--- src/rtl/isqrt_arbiter.sv ---
// Round-robin front end that shares one pipelined isqrt between N_REQ clients.
// An in-order tag FIFO records which client issued each request and steers each result back to it.
module isqrt_arbiter #(
    parameter int unsigned N_REQ = 4,
    parameter int unsigned DEPTH = 8
) (
    input  logic                  clk,
    input  logic                  rst,
    input  logic [N_REQ-1:0]      req_vld,
    input  logic [32*N_REQ-1:0]   req_x,
    output logic [N_REQ-1:0]      req_rdy,
    output logic [N_REQ-1:0]      rsp_vld,
    output logic [15:0]           rsp_y,
    output logic                  isqrt_x_vld,
    output logic [31:0]           isqrt_x,
    input  logic                  isqrt_y_vld,
    input  logic [15:0]           isqrt_y,
    output logic                  err_orphan
);

    localparam int unsigned TAG_W = $clog2(N_REQ);
    localparam int unsigned PTR_W = $clog2(DEPTH);
    localparam int unsigned CNT_W = PTR_W + 1;

    logic [TAG_W-1:0] rr_ptr_q, rr_ptr_d;
    logic [PTR_W-1:0] wr_ptr_q, wr_ptr_d;
    logic [PTR_W-1:0] rd_ptr_q, rd_ptr_d;
    logic [CNT_W-1:0] count_q, count_d;
    logic [TAG_W-1:0] tag_mem_q [DEPTH];
    logic [TAG_W-1:0] tag_mem_d [DEPTH];
    logic [N_REQ-1:0] rsp_vld_q, rsp_vld_d;
    logic [15:0]      rsp_y_q, rsp_y_d;
    logic             err_orphan_q, err_orphan_d;

    logic             full_c;
    logic             grant_any_c;
    logic [TAG_W-1:0] grant_idx_c;
    logic [N_REQ-1:0] grant_c;
    logic             push_c;
    logic             pop_c;
    logic             orphan_c;
    logic [TAG_W-1:0] head_tag_c;

    // (a + k) mod N_REQ, valid for a < N_REQ and k <= N_REQ
    function automatic logic [TAG_W-1:0] wrap_add(input logic [TAG_W-1:0] a, input int unsigned k);
        int unsigned s;
        s = 32'(a) + k;
        if (s >= N_REQ) begin
            s = s - N_REQ;
        end
        return TAG_W'(s);
    endfunction

    // Round-robin search starting at rr_ptr; gated by reset and the registered full flag
    always_comb begin
        full_c      = (count_q == CNT_W'(DEPTH));
        grant_any_c = 1'b0;
        grant_idx_c = '0;
        if (!rst && !full_c) begin
            for (int unsigned k = 0; k < N_REQ; k++) begin
                if (!grant_any_c && req_vld[wrap_add(rr_ptr_q, k)]) begin
                    grant_any_c = 1'b1;
                    grant_idx_c = wrap_add(rr_ptr_q, k);
                end
            end
        end
        grant_c = grant_any_c ? (N_REQ'(1) << grant_idx_c) : '0;
    end

    assign req_rdy     = grant_c;
    assign isqrt_x_vld = grant_any_c;
    assign isqrt_x     = req_x[32*grant_idx_c +: 32];

    assign push_c     = grant_any_c;
    assign pop_c      = isqrt_y_vld && (count_q != '0);
    assign orphan_c   = isqrt_y_vld && (count_q == '0);
    assign head_tag_c = tag_mem_q[rd_ptr_q];

    // Next-state for pointers, tag storage, and the registered response path
    always_comb begin
        rr_ptr_d     = rr_ptr_q;
        wr_ptr_d     = wr_ptr_q;
        rd_ptr_d     = rd_ptr_q;
        count_d      = count_q;
        tag_mem_d    = tag_mem_q;
        rsp_vld_d    = '0;
        rsp_y_d      = rsp_y_q;
        err_orphan_d = err_orphan_q | orphan_c;

        if (grant_any_c) begin
            rr_ptr_d = wrap_add(grant_idx_c, 1);
        end
        if (push_c) begin
            tag_mem_d[wr_ptr_q] = grant_idx_c;
            wr_ptr_d            = wr_ptr_q + PTR_W'(1);
        end
        if (pop_c) begin
            rd_ptr_d  = rd_ptr_q + PTR_W'(1);
            rsp_vld_d = N_REQ'(1) << head_tag_c;
        end
        case ({push_c, pop_c})
            2'b10:   count_d = count_q + CNT_W'(1);
            2'b01:   count_d = count_q - CNT_W'(1);
            default: count_d = count_q;
        endcase
        if (isqrt_y_vld) begin
            rsp_y_d = isqrt_y;
        end
    end

    always_ff @(posedge clk) begin
        if (rst) begin
            rr_ptr_q     <= '0;
            wr_ptr_q     <= '0;
            rd_ptr_q     <= '0;
            count_q      <= '0;
            rsp_vld_q    <= '0;
            rsp_y_q      <= '0;
            err_orphan_q <= 1'b0;
        end else begin
            rr_ptr_q     <= rr_ptr_d;
            wr_ptr_q     <= wr_ptr_d;
            rd_ptr_q     <= rd_ptr_d;
            count_q      <= count_d;
            rsp_vld_q    <= rsp_vld_d;
            rsp_y_q      <= rsp_y_d;
            err_orphan_q <= err_orphan_d;
        end
    end

    // Tag storage needs no reset: entries are only read after being written
    always_ff @(posedge clk) begin
        tag_mem_q <= tag_mem_d;
    end

    assign rsp_vld    = rsp_vld_q;
    assign rsp_y      = rsp_y_q;
    assign err_orphan = err_orphan_q;

endmodule

--- config.mk ---
export PLATFORM = sky130hd
export DESIGN_NAME = isqrt_arbiter
export DESIGN_NICKNAME = d
export VERILOG_FILES = /design/src/rtl/isqrt_arbiter.sv
export SDC_FILE = /design/constraint.sdc
export NUM_CORES = 1
export LEC_CHECK = 0
export ABC_AREA = 1
export CAP_MARGIN = 0
export CORE_MARGIN = 3
export CORE_UTILIZATION = 42
export CTS_BUF_LIST = sky130_fd_sc_hd__clkbuf_4
export DETAILED_ROUTE_END_ITERATION = 10
export HOLD_SLACK_MARGIN = 0.05
export PLACE_DENSITY = 0.87
export SETUP_SLACK_MARGIN = 0.05
export SLEW_MARGIN = 20
export SYNTH_ARGS = -nofsm -noshare
export SYNTH_HDL_FRONTEND = slang
export SYNTH_SLANG_ARGS = --single-unit
--- constraint.sdc ---
create_clock -name clk -period 2.72 [get_ports clk]
set_clock_uncertainty 0.2 [all_clocks]
set_input_delay 0.408 -clock clk [delete_from_list [all_inputs] [get_ports clk]]
set_output_delay 0.408 -clock clk [all_outputs]
set_load 0.05 [all_outputs]
* Word-level counts from Yosys, hierarchy flattened
Cells that the tools add are included.
W data, S select, Z words.
** Word-level totals
- Logic and storage cells :: 104
- Register bits :: 49
- Output and inout bits :: 58
** Operators by class
- Equality and inequality tests :: 3
- Bitwise operators :: 4
- Reductions and logical operators :: 16
- Shift operators :: 3
- Mux-type cells :: 38
- Add/subtract/negate cells :: 13
- Magnitude comparators :: 12
** Operators with widths (number)
- $shiftx A128 B8 Y32 :: 1
- $mux W2 :: 17
- $bwmux W16 :: 1
- $ge A3 B3 Y1 const B :: 4
- $lt A2 B3 Y1 const B :: 4
- $mux W1 :: 12
- $sub A2 B1 Y2 const B :: 5
- $bmux W1 S2 :: 4
- $ge A4 B4 Y1 const B :: 2
- $not A3 Y4 :: 2
- $pmux W4 S2 :: 1
- $shl A1 B2 Y4 const A :: 2
- $logic_and A1 B1 Y1 :: 7
- $add A2 B1 Y3 const B :: 2
- $add A2 B2 Y3 const B :: 2
- $add A3 B1 Y3 const B :: 2
- $bmux W2 S3 :: 1
- $demux W2 S3 :: 1
- $logic_not A1 Y1 :: 5
- $add A4 B1 Y4 const B :: 1
- $eq A4 B4 Y1 const B :: 1
- $logic_not A4 Y1 :: 1
- $lt A4 B1 Y1 const B :: 1
- $mux W4 :: 1
- other kinds (9) :: 9

* Depth between registers and ports, before layout
- Depth in word-level cells :: 23
- Gate-level depth with buffers :: 18
- Gate-level depth less buffers :: 17

* Least setup slack after synthesis
Ideal clock, no wire load.
- Path type :: reg-to-output
- Start :: register rr_ptr_q[0]
- End :: output req_rdy[3]
- Path buffers :: 3
- Data arrival time :: 2.406 ns
- Stages on the path, launching flop included :: 15
- Path slack :: -0.294 ns
- Path through :: dfxtp_1 -> buf_4 -> nand2_1 -> nand3_2 -> nand2_2 -> nor2_4 -> nand3_2 -> nand2_2 -> nand3_2 -> buf_6 -> buf_6 -> inv_1 -> ha_1 -> inv_1 -> nor2_1
** On the way
- Longest elaborated chain between the ends :: 21
- Elaborated cells on any way between the ends :: 48
- Classes of those cells :: add/sub (7); order compare (4); shift (1); mux (30); reduce/logical (6)
** Ends and longest elaborated chain
- from (decl) :: RTL line 25 : logic [TAG_W-1:0] rr_ptr_q, rr_ptr_d;
- from (signal assigned) :: RTL line 121 : rr_ptr_q <= rr_ptr_d;
- $ge A2 B3 Y1 or $sub A2 B1 Y2 (tied branches) :: RTL line 48, 49
- $mux W2 :: RTL line 48 : if (s >= N_REQ) begin
- $mux W2 :: RTL line 59 : if (!rst && !full_c) begin
- $bmux W1 S2 :: RTL line 61 : if (!grant_any_c && req_vld[wrap_add(rr_ptr_q, k)]) begin
- $mux W1 (not written as such) :: RTL line 61
- $mux W1 :: RTL line 61
- $mux W1 :: RTL line 59
- $logic_not A1 Y1 :: RTL line 61
- [... 6 more ...]
- $mux W1 :: RTL line 59
- $logic_not A1 Y1 :: RTL line 61
- $logic_and A1 B1 Y1 :: RTL line 61
- $mux W2 * :: RTL line 61
- $mux W2 * :: RTL line 59
- net grant_idx_c[0] :: RTL line 37 : logic [TAG_W-1:0] grant_idx_c;
- $shl A1 B2 Y4 * :: RTL line 67 : grant_c = grant_any_c ? (N_REQ'(1) << grant_idx_c) : '0;
- $mux W4 * :: RTL line 67
- to (decl) :: RTL line 11 : output logic [N_REQ-1:0] req_rdy,
The timed path passes the listed nets; every way through them passes the cells marked *. The select of a mux whose other input is x is not followed.

* Final worst setup path
- Start :: register rr_ptr_q[0]
- End :: output isqrt_x[24]
** On the way
- Longest elaborated chain between the ends :: 20
- Elaborated cells on any way between the ends :: 45
- Classes of those cells :: add/sub (7); order compare (4); shift (1); mux (27); reduce/logical (6)
** Ends and longest elaborated chain
- $ge A2 B3 Y1 or $sub A2 B1 Y2 (tied branches) :: RTL line 48, 49
- $mux W2 :: RTL line 48
- $mux W2 :: RTL line 59
- $bmux W1 S2 :: RTL line 61
- $mux W1 (not written as such) :: RTL line 61
- $mux W1 :: RTL line 61
- $mux W1 :: RTL line 59
- $logic_not A1 Y1 :: RTL line 61
- [... 4 more ...]
- $logic_and A1 B1 Y1 :: RTL line 61
- $mux W1 :: RTL line 61
- $mux W1 :: RTL line 59
- $logic_not A1 Y1 :: RTL line 61
- $logic_and A1 B1 Y1 :: RTL line 61
- $mux W2 * :: RTL line 61
- $mux W2 * :: RTL line 59
- $shiftx A128 B8 Y32 * :: RTL line 72 : assign isqrt_x = req_x[32*grant_idx_c +: 32];
- to (decl) :: RTL line 15 : output logic [31:0] isqrt_x,
Mark *: on every way between the ends. The rest lies on a longest branch, timed or not. The select of a mux whose other input is x is not followed.

==> Implementation_results.wiki <==
{| class="wikitable"
! Metric !! Value
|-
| Mean instance size in the synthesized netlist || approximately 6 µm²
|-
| CP delay by family, top || simple AND/OR/NAND/NOR gates
|-
| Initial antenna violation count || 1
|-
| Iteration-0 DRC Markers || about 420
|-
| Mapped Nets || 844
|-
| Series of cell instances along the critical path || buf_6, nand2_2, nand2_2, nand2_2, nand2_2, nor2_4, nand3_4, nand2_8, nand3_4, clkbuf_16, nand2_2, nand3_1, nand2_2, buf_12
|-
| WS Path Type || flop to output port
|-
| Run status || finished with violations
|-
| Design Area, Final || roughly 8000 µm²
|-
| H-tree levels || 2
|-
| Ys async rst share || 0%
|-
| Count of final setup violators || 38
|-
| Core outline area || 9371 µm²
|-
| Number of filler instances in the final layout || approximately 470
|-
| Cell with the largest stage delay on the worst path || dfxtp_4
|-
| Fin. max-slew vios || 0
|-
| Number of global-route vias before repair || about 5,300
|-
| Most common cell after layout, fill and taps aside || clkdlybuf4s50_1
|-
| Global placement routability congestion || roughly 0.9
|-
| Met3 demand-to-capacity share in global routing || just over 7%
|-
| Cell Rows || 35
|-
| Classification of the worst-slack hold path || flop to flop
|-
| Sum of net half-perimeters after detailed placement || 11,150 µm
|-
| Maximum number of pins on one net before global-route repair || 34
|-
| Warnings, synthesis || 0
|-
| Cell Area, Synth || around 4100 µm²
|-
| Violated checks || negative setup slack
|-
| Critical path's largest stage delay || 0.42 ns
|-
| Number of optimization iterations in the first detailed-route pass || 5
|-
| Commonest cells after routing, fill and taps aside || clkdlybuf4s50_1, inv_1, nand2_2, nand4_1, nor2_1
|-
| Met2 demand-to-capacity share in global routing || 49.22%
|-
| Buf/Inv on CP || 3
|-
| Routed wirelength normalized by instance count || between 15 and 20 µm
|-
| Sort of element at the end of the critical path || output port
|-
| Cell at the root of the clock tree || clkbuf_4
|-
| Die width || around 100 µm
|-
| Count of maximum capacitance violations || 0
|-
| Routed WL || about 19,000 µm
|-
| PortBufs || 208
|-
| Number of buffers created by CTS || 5
|-
| Storage cell area || approximately 1100 µm²
|-
| CP Data Required Time || 2.11 ns
|-
| Unique masters post-synth || 28
|-
| Clock latency reported for the late side of the worst-skew pair || ~0.36 ns
|-
| Synth Register Bits || just under 50
|-
| Static power due to leakage || about 3.8 nW
|-
| Crit path max fanout || 7
|-
| Synthesis-to-layout area growth || 94.91%
|-
| RSZ-0062 raised after global routing || true
|-
| Crit share post-route || 112.8%
|-
| Share of final-layout standard cells stronger than drive strength 1 || just under 30%
|-
| CTS tree || done
|-
| Number of flops mapped to enable cells by yosys || 16
|-
| Most Crowded Layer GR || met2
|-
| Final-stage net count || between 1,000 and 1,500
|-
| Worst EP arrival || approximately 2.5 ns
|-
| Bufs on Longest Clock Path || 2
|-
| Final Hold Vio Count || 0
|-
| Number of DRC violations after detailed routing || 0
|-
| # clock sinks || slightly below 50
|-
| Leftover overflow at the end of global routing || 0
|-
| Area after detailed placement || 6834 µm²
|-
| Most used flip-flop cell after synthesis || dfxtp_1
|-
| Post-layout min period || between 3 and 4 ns
|-
| Die area || about 11,000 µm²
|-
| Post-layout util || between 80% and 90%
|-
| Final WS setup || -0.3483 ns
|-
| Multi-input logic area || between 2000 and 3000 µm²
|-
| Number of top-level pins || approximately 210
|-
| Vias || between 5,000 and 6,000
|-
| Highest achievable clock rate || around 0.33 GHz
|-
| Critical path startpoint category || flop
|-
| Instance count of the mapped netlist || about 680
|-
| Register-to-register path setup slack || -0.06 ns
|-
| Remaining antenna violation count after routing || 0
|-
| Dominant cell type by count on the critical path || nand2_2
|-
| Starting utilization of the core area || 43.77%
|-
| Peak ir drop on the vdd network || 0.7446 mV
|-
| GRT Resource Usage Total || 26.55%
|-
| Clock transition at the registers of the reported paths || roughly 0.14 ns
|-
| Chip height || around 100 µm
|-
| Actual slew at the worst max-slew pin || 0.5180 ns
|-
| Global-route wire length before repair || between 20,000 and 25,000 µm
|-
| Relative slew margins || between 60% and 70%
|-
| Post-synthesis sequential area ratio || between 20% and 30%
|-
| Total power per unit cell area || 1099 nW/µm²
|-
| Vias per cell || 5.402
|-
| Global-route track usage on met1 || between 20% and 30%
|}
-- metrics by stage --
stage	power [mW]	setup TNS, ns	hold WS (ns)	instances	setup WS, ns
after floorplan	4.220	0	0.2567	684	0.06166
after global placement	6.747	-6.234	0.2382	1012	-0.2214
after detailed placement	6.819	-8.254	0.2431	1012	-0.3055
after CTS	7.651	-4.110	0.2629	1033	-0.1504
after global routing	9.143	-14.32	0.2922	1048	-0.4479
final	8.786	-10.02	0.2644	1050	-0.3483
-- logic make-up after synthesis --
family	share of synthesized area (%)
simple gates	40.76
fa+ha+maj	2.746
flops	27.82
compound gates	6.925
buf+inv	21.11
xor+xnor	0.6408
-- report_power, final --
part / internal, mW / switching (mW)
combinational: 3.22 / 4.21
clock: 0.114 / 0.227
sequential: 0.897 / 0.113
-- worst min-delay path, cell delays in order (launching register included) --
cell and delay, ns:
dfxtp_1 0.34, inv_1 0.05, a21oi_1 0.05
-- routing by layer --
layer	vias to the layer above	routed length (µm)
met1	2604	6547
met5	-	0
li1	2627	-
met2	334	9735
met3	107	1704
met4	0	1317
-- cells in the mapped netlist (4+ instances only) --
master,count,area share (%)
nor2_1,71,6.5
nand3_2,4,0.98
nand3_1,72,8.8
ha_1,9,2.7
o21ai_0,35,4.3
clkbuf_1,9,0.82
buf_4,8,1.5
inv_1,159,15
nand2_2,4,0.61
nand4_1,66,10
edfxtp_1,16,12
buf_2,20,2.4
dfxtp_1,33,16
a21oi_1,12,1.5
buf_6,5,1.4
nand2_1,144,13
-- cell type report --
type / count / share of cell area [%]
timing repair buffer: 268 / 39.87
clock inverter: 2 / 0.1722
clock buffer: 6 / 0.5635
inverter: 163 / 7.889
multi-input combinational: 430 / 35.03
antenna: 3 / 0.09391
sequential: 49 / 14.37
tap: 129 / 2.019
-- flip-flops by register name (all words and copies together) (netlist names) --
register    count
err_orphan      1
tag_mem_q      16
rsp_y          16
rr_ptr_q        2
wr_ptr_q        3
rsp_vld         4
rd_ptr_q        3
count_q         4
-- what timing repair did --
| item | CTS | global route |
|---|---|---|
| endpoints found under the setup margin | 39 | 40 |
| gates cloned | 0 | 9 |
| hold buffers | 0 | 0 |
| resized for setup | 95 | 117 |
| pin swaps | 23 | 23 |
| endpoints found under the hold margin | 0 | 0 |
| buffers inserted | 13 | 5 |
-- path summary, 6_finish.rpt --
check / to / cells past startpoint / start
setup / recovery: isqrt_x[24] / 14 / rr_ptr_q[0]
hold / removal: err_orphan / 2 / err_orphan
setup reg to reg: count_q[2] / 18 / rr_ptr_q[0]
hold reg to reg: err_orphan / 2 / err_orphan
Note: power is estimated with default switching activity, not from simulation.
